==> src/rtl/row_serializer_if.sv <==
// Row handshake bundle: the parallel row and start come in, the word stream and status go out.
interface row_serializer_if #(
    parameter int WIDTH   = 16,
    parameter int N_WORDS = 10,
    parameter int IDX_W   = 4
);
    logic [WIDTH*N_WORDS-1:0] din_flat;
    logic                     start;
    logic                     busy;
    logic [WIDTH-1:0]         out_data;
    logic [IDX_W-1:0]         out_idx;
    logic                     out_valid;
    logic                     out_ready;
    logic                     out_last;
    logic                     done;

    modport master (
        input  din_flat, start, out_ready,
        output busy, out_data, out_idx, out_valid, out_last, done
    );

    modport slave (
        output din_flat, start, out_ready,
        input  busy, out_data, out_idx, out_valid, out_last, done
    );
endinterface

==> src/rtl/row_serializer.sv <==
// Snapshots a WIDTH x N_WORDS row on start and streams it one word per beat; first beat one cycle after capture.
// out_ready low holds the current word; outputs are registered-state only, so there is no path from out_ready.
module row_serializer #(
    parameter int WIDTH   = 16,
    parameter int N_WORDS = 10,
    parameter int IDX_W   = 4
) (
    input  logic              CLK,
    input  logic              reset,
    row_serializer_if.master  bus
);
    localparam logic [1:0] S_IDLE = 2'd0;
    localparam logic [1:0] S_SEND = 2'd1;
    localparam logic [1:0] S_DONE = 2'd2;

    localparam logic [IDX_W-1:0] LAST_IDX = IDX_W'(N_WORDS - 1);

    logic [1:0]       state;
    logic [IDX_W-1:0] idx;
    logic [WIDTH-1:0] shadow [N_WORDS];

    logic in_send;
    logic beat;

    assign in_send = (state == S_SEND);
    assign beat    = in_send && bus.out_ready;

    always_ff @(posedge CLK) begin
        if (reset) begin
            state <= S_IDLE;
            idx   <= '0;
            for (int k = 0; k < N_WORDS; k++) begin
                shadow[k] <= '0;
            end
        end else begin
            case (state)
                S_IDLE: begin
                    if (bus.start) begin
                        // The bank is free to reload from the next cycle on.
                        for (int k = 0; k < N_WORDS; k++) begin
                            shadow[k] <= bus.din_flat[WIDTH*k +: WIDTH];
                        end
                        idx   <= '0;
                        state <= S_SEND;
                    end
                end
                S_SEND: begin
                    if (beat) begin
                        if (idx == LAST_IDX) begin
                            idx   <= '0;
                            state <= S_DONE;
                        end else begin
                            idx <= idx + IDX_W'(1);
                        end
                    end
                end
                S_DONE: begin
                    state <= S_IDLE;
                end
                default: begin
                    state <= S_IDLE;
                    idx   <= '0;
                end
            endcase
        end
    end

    assign bus.busy      = (state == S_SEND) || (state == S_DONE);
    assign bus.done      = (state == S_DONE);
    assign bus.out_valid = in_send;
    assign bus.out_last  = in_send && (idx == LAST_IDX);
    assign bus.out_idx   = idx;
    assign bus.out_data  = in_send ? shadow[idx] : '0;
endmodule

==> src/flat_wrapper.sv <==
// flat-port wrapper written by rule: the top's interface ports become plain ports
module row_serializer_flat 
#(
    parameter int WIDTH   = 16,
    parameter int N_WORDS = 10,
    parameter int IDX_W   = 4
)
  (CLK, reset, bus_din_flat, bus_start, bus_out_ready, bus_busy, bus_out_data, bus_out_idx, bus_out_valid, bus_out_last, bus_done);
  row_serializer_if #(.WIDTH(WIDTH), .N_WORDS(N_WORDS), .IDX_W(IDX_W)) bus_i ();
  input  logic CLK;
  input  logic reset;
  input wire logic [$bits(bus_i.din_flat)-1:0] bus_din_flat;
  input wire logic [$bits(bus_i.start)-1:0] bus_start;
  input wire logic [$bits(bus_i.out_ready)-1:0] bus_out_ready;
  output wire logic [$bits(bus_i.busy)-1:0] bus_busy;
  output wire logic [$bits(bus_i.out_data)-1:0] bus_out_data;
  output wire logic [$bits(bus_i.out_idx)-1:0] bus_out_idx;
  output wire logic [$bits(bus_i.out_valid)-1:0] bus_out_valid;
  output wire logic [$bits(bus_i.out_last)-1:0] bus_out_last;
  output wire logic [$bits(bus_i.done)-1:0] bus_done;
  assign bus_i.din_flat = bus_din_flat;
  assign bus_i.start = bus_start;
  assign bus_i.out_ready = bus_out_ready;
  assign bus_busy = bus_i.busy;
  assign bus_out_data = bus_i.out_data;
  assign bus_out_idx = bus_i.out_idx;
  assign bus_out_valid = bus_i.out_valid;
  assign bus_out_last = bus_i.out_last;
  assign bus_done = bus_i.done;
  row_serializer #(.WIDTH(WIDTH), .N_WORDS(N_WORDS), .IDX_W(IDX_W)) u_core (.CLK(CLK), .reset(reset), .bus(bus_i));
endmodule
==> config.mk <==
export PLATFORM = sky130hd
export DESIGN_NAME = row_serializer_flat
export DESIGN_NICKNAME = d
export VERILOG_FILES = /design/src/rtl/row_serializer_if.sv /design/src/rtl/row_serializer.sv /design/src/flat_wrapper.sv
export SDC_FILE = /design/constraint.sdc
export NUM_CORES = 1
export LEC_CHECK = 0
export ABC_AREA = 1
export BUFFER_PORTS_ARGS = -buffer_cell sky130_fd_sc_hd__buf_2
export CAP_MARGIN = 20
export CORE_UTILIZATION = 55
export DETAILED_ROUTE_END_ITERATION = 10
export GPL_TIMING_DRIVEN = 0
export PLACE_DENSITY_LB_ADDON = 0.08
export SKIP_CTS_REPAIR_TIMING = 1
export SYNTH_ARGS = -nofsm -noshare
export SYNTH_HDL_FRONTEND = slang
export SYNTH_SLANG_ARGS = --single-unit
==> constraint.sdc <==
create_clock -name CLK -period 13.1 [get_ports CLK]
set_clock_uncertainty 0.1 [all_clocks]
set_input_delay 0.655 -clock CLK [delete_from_list [all_inputs] [get_ports CLK]]
set_output_delay 0.655 -clock CLK [all_outputs]
set_load 0.03 [all_outputs]
# --- After elaboration in Yosys (flattened, before gate mapping) ---
# Memory sizes are Yosys's and may differ from the RTL's. A register that Yosys moved wholly into a read port is not among the register bits.
# Cells that the tools add are included.
word_totals:
  ff_bits: 6
  ramBits: 160
  input_bits: 164
  out_inout_bits: 24
  n_memories: 1
mem_list:
  columns: ["name", "depth", "word_bits", "rd", "rd_clocked_by_memory_dff", "write_ports", "line", "source"]
  rows:
  - ["u_core.shadow", 10, 16, 1, 1, 10, "row_serializer.sv:20", "logic [WIDTH-1:0] shadow [N_WORDS];"]
op_classes:
  add_sub_neg: 1
  eq_ne: 6
  n_mux: 27
  bitwise: 11
  n_reduce_logical: 6
ops:
  columns: ["cell", "count"]
  rows:
  - ["16-bit 2-to-1 mux", 11]
  - ["4-bit 2-to-1 mux", 5]
  - ["4-bit case mux with 3 select lines", 1]
  - ["1-bit OR", 10]
  - ["1-bit 2-to-1 mux", 6]
  - ["2-bit 2-to-1 mux", 3]
  - ["2-bit inequality test (second input constant)", 3]
  - ["3-bit AND reduction", 2]
  - ["4-bit by 1-bit adder with 4-bit output (second input constant)", 1]
  - ["4-bit == test (second input constant)", 1]
  - ["2-bit case mux with 2 select lines", 1]
  - ["2-bit by 1-bit == test with 1-bit output (second input constant)", 1]
  - ["2-bit == test (second input constant)", 1]
  - ["1-bit logical AND", 2]
  - ["2-bit zero test", 1]
  - ["1-bit logical OR", 1]
  - ["1-bit NOT", 1]

# --- Depth between registers and ports, before layout ---
# Gate-level depths: netlist of run 1.
logic_depth:
  word_depth: 6
  ltp_mapped: 10
  depth_no_buf: 9

# --- Least setup slack after synthesis of run 1 ---
# Ideal clock, no wire load.
synth_timing:
  kind: "input to register"
  from: "in bus_start"
  to: "mem u_core.shadow[0][0], enable pin"
  setup_ns: 0.527
  arrival_time_ns: 4.101
  required_ns: 12.473
  slack_ns: 8.372
  path_stages: 2
  n_path_buf: 0
  cell_sequence: "nand2_1 nand2_1"
synth_lines:
  columns: ["item", "line", "source"]
  rows:
  - ["start, declared", "flat_wrapper.sv:13", "input wire logic [$bits(bus_i.start)-1:0] bus_start;"]
  - ["end, declared", "row_serializer.sv:20", null]

# --- Worst setup path in the final report of run 1 ---
layout_timing:
  from: "reg u_core.state[1]"
  to: "out bus_out_data[14]"
layout_via:
  elab_chain_cells: 2
layout_lines:
  columns: ["item", "line", "source"]
  rows:
  - ["start, declared", "row_serializer.sv:18", "logic [1:0] state;"]
  - ["start signal, assigned", "row_serializer.sv:30", "state <= S_IDLE;"]
  - ["start signal, assigned", "row_serializer.sv:44", "state <= S_SEND;"]
  - ["start signal, assigned", "row_serializer.sv:51", "state <= S_DONE;"]
  - ["2-bit by 1-bit == test with 1-bit output", "row_serializer.sv:25", "assign in_send = (state == S_SEND);"]
  - ["16-bit 2-to-1 mux", "row_serializer.sv:73", "assign bus.out_data = in_send ? shadow[idx] : '0;"]
  - ["end, declared", "flat_wrapper.sv:16", "output wire logic [$bits(bus_i.out_data)-1:0] bus_out_data;"]
# Every way passes these cells.

==> results_dict.tcl, run 1 <==
set metrics [dict create \
    status "finished, final reports clean" \
    cp-end-kind "output pin" \
    die_area_sq_mm 0.0162 \
    detail_route.first_pass.iterations 5 \
    dp.final_hpwl_um 15500 \
    cts_tree "built" \
    final_net_count 1422 \
    total_power_mw 1.45 \
    max-cap-violations 0 \
    grt_overflow_total 0 \
    finalCritPeriodShare_pct 22.1 \
    synthCells 1044 \
    num_rows 45 \
    fillCellCount 1311 \
    multiInputGateArea_sq_mm 0.00220 \
    post_dp_cell_area_sq_mm 0.00989 \
    die_y_um 127 \
    avgSynthCellArea_sq_um 8.27 \
    cts-root-buf "clkbuf_16" \
    placedCellCount 1444 \
    first_iter_violations 627 \
    ant_nets 0 \
    synth_area_sq_mm 0.00863 \
    via_per_inst 4.74 \
    final_common_cell "inv_1" \
    drc 0 \
    clk_pin_slew_ns 0.06 \
    gp_congestion 0.883 \
    fin_ws_ns 10.21 \
    tns_ns 0 \
    slew_headroom_pct 58.4 \
    via_count 6994 \
    routed_wl_um 21100 \
    final_cell_mix "inv_1 (302), buf_2 (217), nand2_1 (207)" \
    synth_seq_area_share_pct 58.0 \
    cp-start-kind "flip-flop" \
    ys_seq_elements 170 \
    port-buffer-count 187 \
    syn_nets 1214 \
    hp-class "in2reg" \
    grt_pass1_vias 6518 \
    ir_drop_mv 0.107 \
    power.leakage_nw 5.49 \
    p_per_area_mw_per_mm2 138 \
    rsz0062_at_grt "false" \
    layout-drive-gt1-share_pct 20.9 \
    h-tree-depth 4 \
    post-route-min-period_ns 2.89 \
    start_util_pct 56.6 \
    fp.coreArea_sq_mm 0.0153 \
    clk_latency_ns 0.43 \
    grt_pass1_wl_um 32800 \
    synthToLayoutAreaGrowth_pct 21.3 \
    path_class "reg2out" \
    critPathRequiredTime_ns 12.35 \
    final_cells 1476 \
    critPathMaxFanout 10 \
    grtUsageTotal_pct 27.6 \
    wl_per_cell_um 14.3 \
    hold_viol 0 \
    register_area_sq_mm 0.00500 \
    design_area_sq_mm 0.0105 \
    die_w_um 127 \
    yosysWarnings 0 \
    finalSetupViolCount 0 \
    fmax_mhz 346 \
    grt_max_degree 73 \
    antenna_found_initial 0 \
    cp_data_arrival_time_ns 2.14 \
    place_ws_ns 10.67 \
    fin_hold_ws_ns 0.319 \
    pin_count 188 \
    synth.distinct_cells 21 \
    drv_slew 0 \
    cts_buffers 17 \
    clock_sinks 170 \
    num_antenna_cells 0 \
    final_util_pct 68.6 \
    cts_buffer_depth 2 \
    tightestPinTransition_ns 0.624 \
]
-- cell families (layout without fill, tap and decap cells) --
family / Yosys count / count (layout) / synth area share, %
AOI/OAI and AO/OA: 23 / 23 / 1.33
and+or+nand+nor: 491 / 491 / 23.2
adders and majority gates: 6 / 6 / 0.870
DFF: 170 / 170 / 58.0
buffers and inverters: 354 / 575 / 16.6
-- synthesized netlist by cell type --
library cell  instances  area [sq um]
nor3_1                1          5.00
nand3_2               1          10.0
nor2_4                1          11.3
o21ai_1               1          5.00
buf_6                 7          78.8
ha_1                  6          75.1
a21oi_1              20           100
inv_4                 1          6.26
nand2_1             208           781
o21ai_0               2          10.0
dfxtp_1              10           200
buf_4                 2          15.0
buf_2                30           150
inv_2                 2          7.51
buf_1                 1          3.75
inv_1               302          1130
nand3b_1              1          7.51
nand3_1             115           576
clkbuf_1              9          33.8
edfxtp_1            160          4800
nor2_1              164           616
-- area by class of cell --
class | count | share of cell area (%)
tap | 211 | 2.52
inverter | 305 | 11.0
clock inverter | 14 | 1.41
buffer | 49 | 2.69
multi-input combinational | 520 | 21.0
clock buffer | 18 | 4.10
timing repair buffer | 189 | 9.47
sequential | 170 | 47.8
-- power breakdown --
part	switching [mW]	internal, mW
Combinational	0.185	0.0904
Clock	0.210	0.281
Sequential	0.0158	0.665
Total	0.411	1.04
-- final timing paths --
kind / cells after the start / slack [ns] / start / end
min: 2 / 0.32 / reset / u_core.state[1]
max reg2reg: 6 / 10.83 / u_core.state[0] / u_core.shadow[2][6]
min reg2reg: 2 / 0.38 / u_core.state[1] / u_core.state[1]
max: 7 / 10.21 / u_core.state[1] / bus_out_data[14]
-- sequential cells by signal, summed over array words and instances (netlist names), named ones only --
| name | cells |
|---|---|
| u_core.shadow | 160 |
| u_core.state | 2 |
| u_core.bus.out_idx | 4 |
-- metal layers --
metal | global-route usage, % | part of all wire (%)
met1 | 37.5 | 43
met2 | 43.0 | 45
met3 | 5.23 | 7.9
met4 | 13.4 | 3.8
met5 | 0 | 0
-- critical path, cell delays in order (launching register included) --
cell      delay (ns)
dfxtp_1         0.32
inv_1           0.09
ha_1            0.16
buf_2           0.22
clkbuf_1        0.36
nand2_1         0.11
a21oi_1         0.20
buf_2           0.24
No activity file was read; power rests on OpenSTA's default activity.
==> run 2, diff against run 1 <==
==> constraint.sdc (replaced) <==
create_clock -name CLK -period 2.8 [get_ports CLK]
set_clock_uncertainty 0.1 [all_clocks]
set_input_delay 0.14 -clock CLK [delete_from_list [all_inputs] [get_ports CLK]]
set_output_delay 0.14 -clock CLK [all_outputs]
set_load 0.03 [all_outputs]
==> run 2 against run 1 <==
The run now ends with hold timing left. Clock power rose to 4.7 times the previous value. Wire length rose by 21%. Sequential share of layout area fell by 6.2 points. Combinational power rose to 5.4 times the previous value. Critical path depth did not move. Die area did not move. Global-route usage fell by 0.11 points. Non-clock buffer count rose by 159. Count of clock-buffer cells in the layout rose by 2. Utilization rose by 10 points. Total power rose to 4.8 times the previous value. Worst setup slack got worse by 9.8 ns. Largest power group unchanged.
==> results_dict.tcl, run 2 (synthesis gave the netlist of run 1 again) <==
set metrics [dict create \
    status "complete, but fails checks" \
    violations "hold timing" \
    finalCritPeriodShare_pct 85.9 \
    cpPeakStageDelay_ns 0.37 \
    ir_drop_mv 0.481 \
    path_class "reg2out" \
    layout-drive-gt1-share_pct 18.3 \
    worst-path-buf-inv 4 \
    grt_pass1_vias 6491 \
    startpoint "u_core.state[1]" \
    finalSetupViolCount 0 \
    max-cap-violations 0 \
    fp.coreArea_sq_mm 0.0153 \
    antenna_found_initial 0 \
    first_iter_violations 762 \
    final_util_pct 78.9 \
    cts-root-buf "clkbuf_16" \
    power.leakage_nw 6.15 \
    cp-start-kind "flip-flop" \
    die_area_sq_mm 0.0162 \
    grtUsageTotal_pct 27.5 \
    num_rows 45 \
    cp.depth 7 \
    h-tree-depth 4 \
    largest_register_ffs 160 \
    largest-register "u_core.shadow" \
    critPathRequiredTime_ns 2.56 \
    slowest_stage "clkbuf_1" \
    via_per_inst 4.86 \
    ant_nets 0 \
    slew_headroom_pct 62.0 \
    synthToLayoutAreaGrowth_pct 39.5 \
    gp_congestion 0.925 \
    tns_ns 0 \
    pin_count 188 \
    num_antenna_cells 0 \
    cp_data_arrival_time_ns 2.16 \
    hp-class "in2reg" \
    clk_latency_ns 0.43 \
    drc 0 \
    fin_hold_ws_ns -0.0167 \
    wl_per_cell_um 15.7 \
    final_common_cell "inv_1" \
    hold_viol 1 \
    p_per_area_mw_per_mm2 579 \
    rsz0062_at_grt "false" \
    dp.final_hpwl_um 15500 \
    tightestPinTransition_ns 0.570 \
    fmax_mhz 416 \
    cts_buffers 17 \
    cts_buffer_depth 2 \
    min_from "bus_din_flat[60]" \
    grt_overflow_total 0 \
    grt_max_degree 97 \
    r2r-start "u_core.state[0]" \
    detail_route.first_pass.iterations 5 \
    via_count 7949 \
    cp_cell_sequence "inv_1, ha_1, buf_2, clkbuf_1, nand2_1, a21oi_1, buf_2" \
    port-buffer-count 187 \
    clock_sinks 170 \
    final_cell_mix "inv_1 (302), buf_2 (217), nand2_1 (207)" \
    hold-path-cell-count 3 \
    cp-end-kind "output pin" \
    cpMostUsedCell "buf_2" \
    start_util_pct 56.6 \
    post-route-min-period_ns 2.40 \
    r2r_cells 5 \
    critPathMaxFanout 10 \
    cpLargestDelayFamily "buffers and inverters" \
    grt_pass1_wl_um 32600 \
    die_w_um 127 \
    clk_pin_slew_ns 0.06 \
    drv_slew 0 \
    routed_wl_um 25600 \
    die_y_um 127 \
    cts_tree "built" \
    final_net_count 1581 \
]
==> run 2: changes by cell type in the layout (fill, tap and decap cells not counted), sizes merged <==
| cell | change |
|---|---|
| clkinv | +2 |
| inv | -1 |
| dlygate4sd3 | +160 |
| buf | -1 |
| clkbuf | +2 |
| clkinvlp | -3 |
==> run 2: power by group <==
part           switching, mW  total, mW  leakage (nW)  internal [mW]
clock network          0.983       2.29         0.264           1.31
logic                  0.927       1.49          4.07          0.563
registers             0.0798       3.19          1.82           3.11
total                   1.99       6.97          6.15           4.98
==> run 2: worst reg2reg max path, stage by stage, from the launching register on <==
cell and delay [ns]:
dfxtp_1 0.32, inv_1 0.13, ha_1 0.23, nand2_1 0.15, nand2_8 0.40, buf_16 0.44
==> run 2: layer usage <==
metal  vias up  GRT usage (%)  routed length (um)
met5         -              0                   0
met4         0           12.3                1030
met3        86           6.24                2030
met2       417           42.8               12500
met1      3600           37.1               10000
li1       3846              -                   -
==> run 2: layout make-up <==
cell class / count / area [sq um]
sequential: 170 / 5000
timing repair buffer: 348 / 2560
buffer: 49 / 282
inverter: 305 / 1150
tap: 211 / 264
clock inverter: 12 / 126
fill: 1026 / 3220
multi-input combinational: 520 / 2210
clock buffer: 20 / 437
==> run 2: worst paths after layout <==
path	to	slack, ns
worst min register to register	u_core.state[1]	0.38
worst max register to register	u_core.shadow[1][10]	0.61
worst min-delay path	u_core.shadow[3][12]	-0.02
worst max-delay path	bus_out_data[6]	0.40
==> run 2: per-stage QoR <==
stage                     cells  power, mW  setup slack, ns  area, sq um
after floorplan            1044       4.05            0.499         8640
after global placement     1442       4.48           0.0208         9840
after detailed placement   1443       4.51            0.615         9870
after CTS                  1475       6.76            0.415        10400
after global routing       1635       7.24            0.230        12000
final                      1635       6.97            0.395        12000
==> run 3, diff against run 2 <==
--- a/config.mk
+++ b/config.mk
@@ -6,11 +6,11 @@
 export NUM_CORES = 1
 export LEC_CHECK = 0
 export ABC_AREA = 1
+export ABC_CLOCK_PERIOD_IN_PS = 2800
 export BUFFER_PORTS_ARGS = -buffer_cell sky130_fd_sc_hd__buf_2
 export CAP_MARGIN = 20
 export CORE_UTILIZATION = 55
 export DETAILED_ROUTE_END_ITERATION = 10
-export GPL_TIMING_DRIVEN = 0
 export PLACE_DENSITY_LB_ADDON = 0.08
 export SKIP_CTS_REPAIR_TIMING = 1
 export SYNTH_ARGS = -nofsm -noshare
==> run 3 against run 2 <==
The run still ends with hold timing left. Global-route usage is 1.2 points lower. Maximum frequency grew 2.1%. Sequential power hardly changed. Cell area down 0.48%. Non-clock buffer count decreased by 32. Clock power up 6%. Hold slack got worse by 0.019 ns.
==> results_dict.tcl, run 3 (synthesis gave the netlist of run 1 again) <==
set metrics [dict create \
    total_power_mw 7.03 \
    status "complete, but fails checks" \
    final_cell_mix "inv_1 (302), nand2_1 (207), buf_2 (187)" \
    slew_headroom_pct 50.1 \
    critPathRequiredTime_ns 2.56 \
    cpLargestDelayFamily "buffers and inverters" \
    violations "hold timing" \
    fillCellCount 1009 \
    final_common_cell "inv_1" \
    final_cells 1603 \
    cp-start-kind "flip-flop" \
    final_net_count 1549 \
    worst-path-buf-inv 3 \
    max-cap-violations 0 \
    cp_cell_sequence "inv_4, buf_4, nand2_1, nand3_1, nand3_1, nand2_1, a21oi_1, buf_2" \
    largest-register "u_core.shadow" \
    fin_hold_ws_ns -0.0358 \
    h-tree-depth 4 \
    placedCellCount 1411 \
    clock_sinks 170 \
    drc 0 \
    cp-end-kind "output pin" \
    clk_pin_slew_ns 0.06 \
    via_per_inst 4.76 \
    power.leakage_nw 6.09 \
    routed_wl_um 24300 \
    fmax_mhz 425 \
    drv_slew 0 \
    pin_count 188 \
    num_antenna_cells 0 \
    register_area_sq_mm 0.00501 \
    largest_register_ffs 160 \
    reg2reg_slack_ns 0.75 \
    layout-drive-gt1-share_pct 17.5 \
    cts-root-buf "clkbuf_16" \
    p_per_area_mw_per_mm2 587 \
    slowest_stage "dfxtp_2" \
    path_class "reg2out" \
    cts_buffer_depth 2 \
    cp_data_arrival_time_ns 2.11 \
    dp.final_hpwl_um 14500 \
    gp_congestion 0.852 \
    die_area_sq_mm 0.0162 \
    finalCritPeriodShare_pct 84.1 \
    start_util_pct 56.6 \
    detail_route.first_pass.iterations 5 \
    cts_buffers 17 \
    tightestPinTransition_ns 0.748 \
    r2r-start "u_core.state[1]" \
    first_iter_violations 635 \
    crit_end "bus_out_data[1]" \
    grt_overflow_total 0 \
    clk_latency_ns 0.43 \
    hp-class "in2reg" \
    tns_ns 0 \
    die_w_um 127 \
    multiInputGateArea_sq_mm 0.00222 \
    port-buffer-count 187 \
    min_from "bus_din_flat[79]" \
    num_rows 45 \
    worst_r2r_endpoint "u_core.bus.out_idx[1]" \
    cts_tree "built" \
    ir_drop_mv 0.470 \
    post-route-min-period_ns 2.35 \
    grt_pass1_wl_um 31400 \
    hold_viol 1 \
    fp.coreArea_sq_mm 0.0153 \
    antenna_found_initial 0 \
    critPathMaxFanout 33 \
    synthToLayoutAreaGrowth_pct 38.8 \
    grtUsageTotal_pct 26.4 \
    grt_pass1_vias 6316 \
    grt_max_degree 81 \
    via_count 7626 \
    ant_nets 0 \
    r2r_cells 8 \
    cpPeakStageDelay_ns 0.35 \
    die_y_um 127 \
    rsz0062_at_grt "false" \
    wl_per_cell_um 15.2 \
    cp.depth 8 \
    finalSetupViolCount 0 \
]
[run 3: cell types whose count changed in the layout (fill, tap and decap cells not counted), moves of 2 or more]
cell,delta
buf_12,+5
buf_2,-30
clkinvlp_4,-2
buf_6,-7
buf_4,+11
inv_6,+2
clkbuf_1,-12
[run 3: tightest hold or removal path: stages]
cell,delay (ns)
buf_2,0.10
inv_1,0.05
nor2_1,0.05
[run 3: area by class of cell]
class	count	share of cell area [%]
sequential	170	41.8
clock buffer	18	3.67
inverter	305	9.58
tap	211	2.20
clock inverter	14	1.41
timing repair buffer	365	22.8
multi-input combinational	520	18.5
[run 3: metal layers]
metal	global-route usage, %	routed length, um	up-vias
li1	-	-	3774
met1	34.9	9680	3437
met2	40.5	11700	348
met3	7.41	2040	67
met4	12.3	855	0
met5	0	0	-
[run 3: how the worst min path moves through the flow]
stage | endpoint | slack, ns | cells after the start
finish | u_core.shadow[4][15] | -0.04 | 3
global route | u_core.shadow[4][15] | -0.02 | 3
CTS | u_core.state[1] | -0.20 | 2
detailed placement | u_core.state[1] | 0.25 | 2
global placement | u_core.state[1] | 0.25 | 2
floorplan | u_core.state[1] | 0.11 | 1
[run 3: power breakdown]
| part | internal, mW | switching (mW) |
|---|---|---|
| sequential | 3.11 | 0.0841 |
| combinational | 0.544 | 0.872 |
| clock | 1.43 | 0.988 |
| total | 5.08 | 1.94 |
[run 3: per-stage QoR]
| stage | worst slack [ns] | utilization [%] | cell area, sq um | hold slack, ns |
|---|---|---|---|---|
| final | 0.445 | 78.5 | 12000 | -0.0358 |
| after global placement | 0.816 | 64.0 | 9770 | 0.250 |
| after detailed placement | 0.776 | 64.0 | 9770 | 0.252 |
| after floorplan | 0.499 | - | 8640 | 0.109 |
| after CTS | 0.431 | 68.0 | 10400 | -0.204 |
| after global routing | 0.325 | 78.5 | 12000 | -0.0246 |
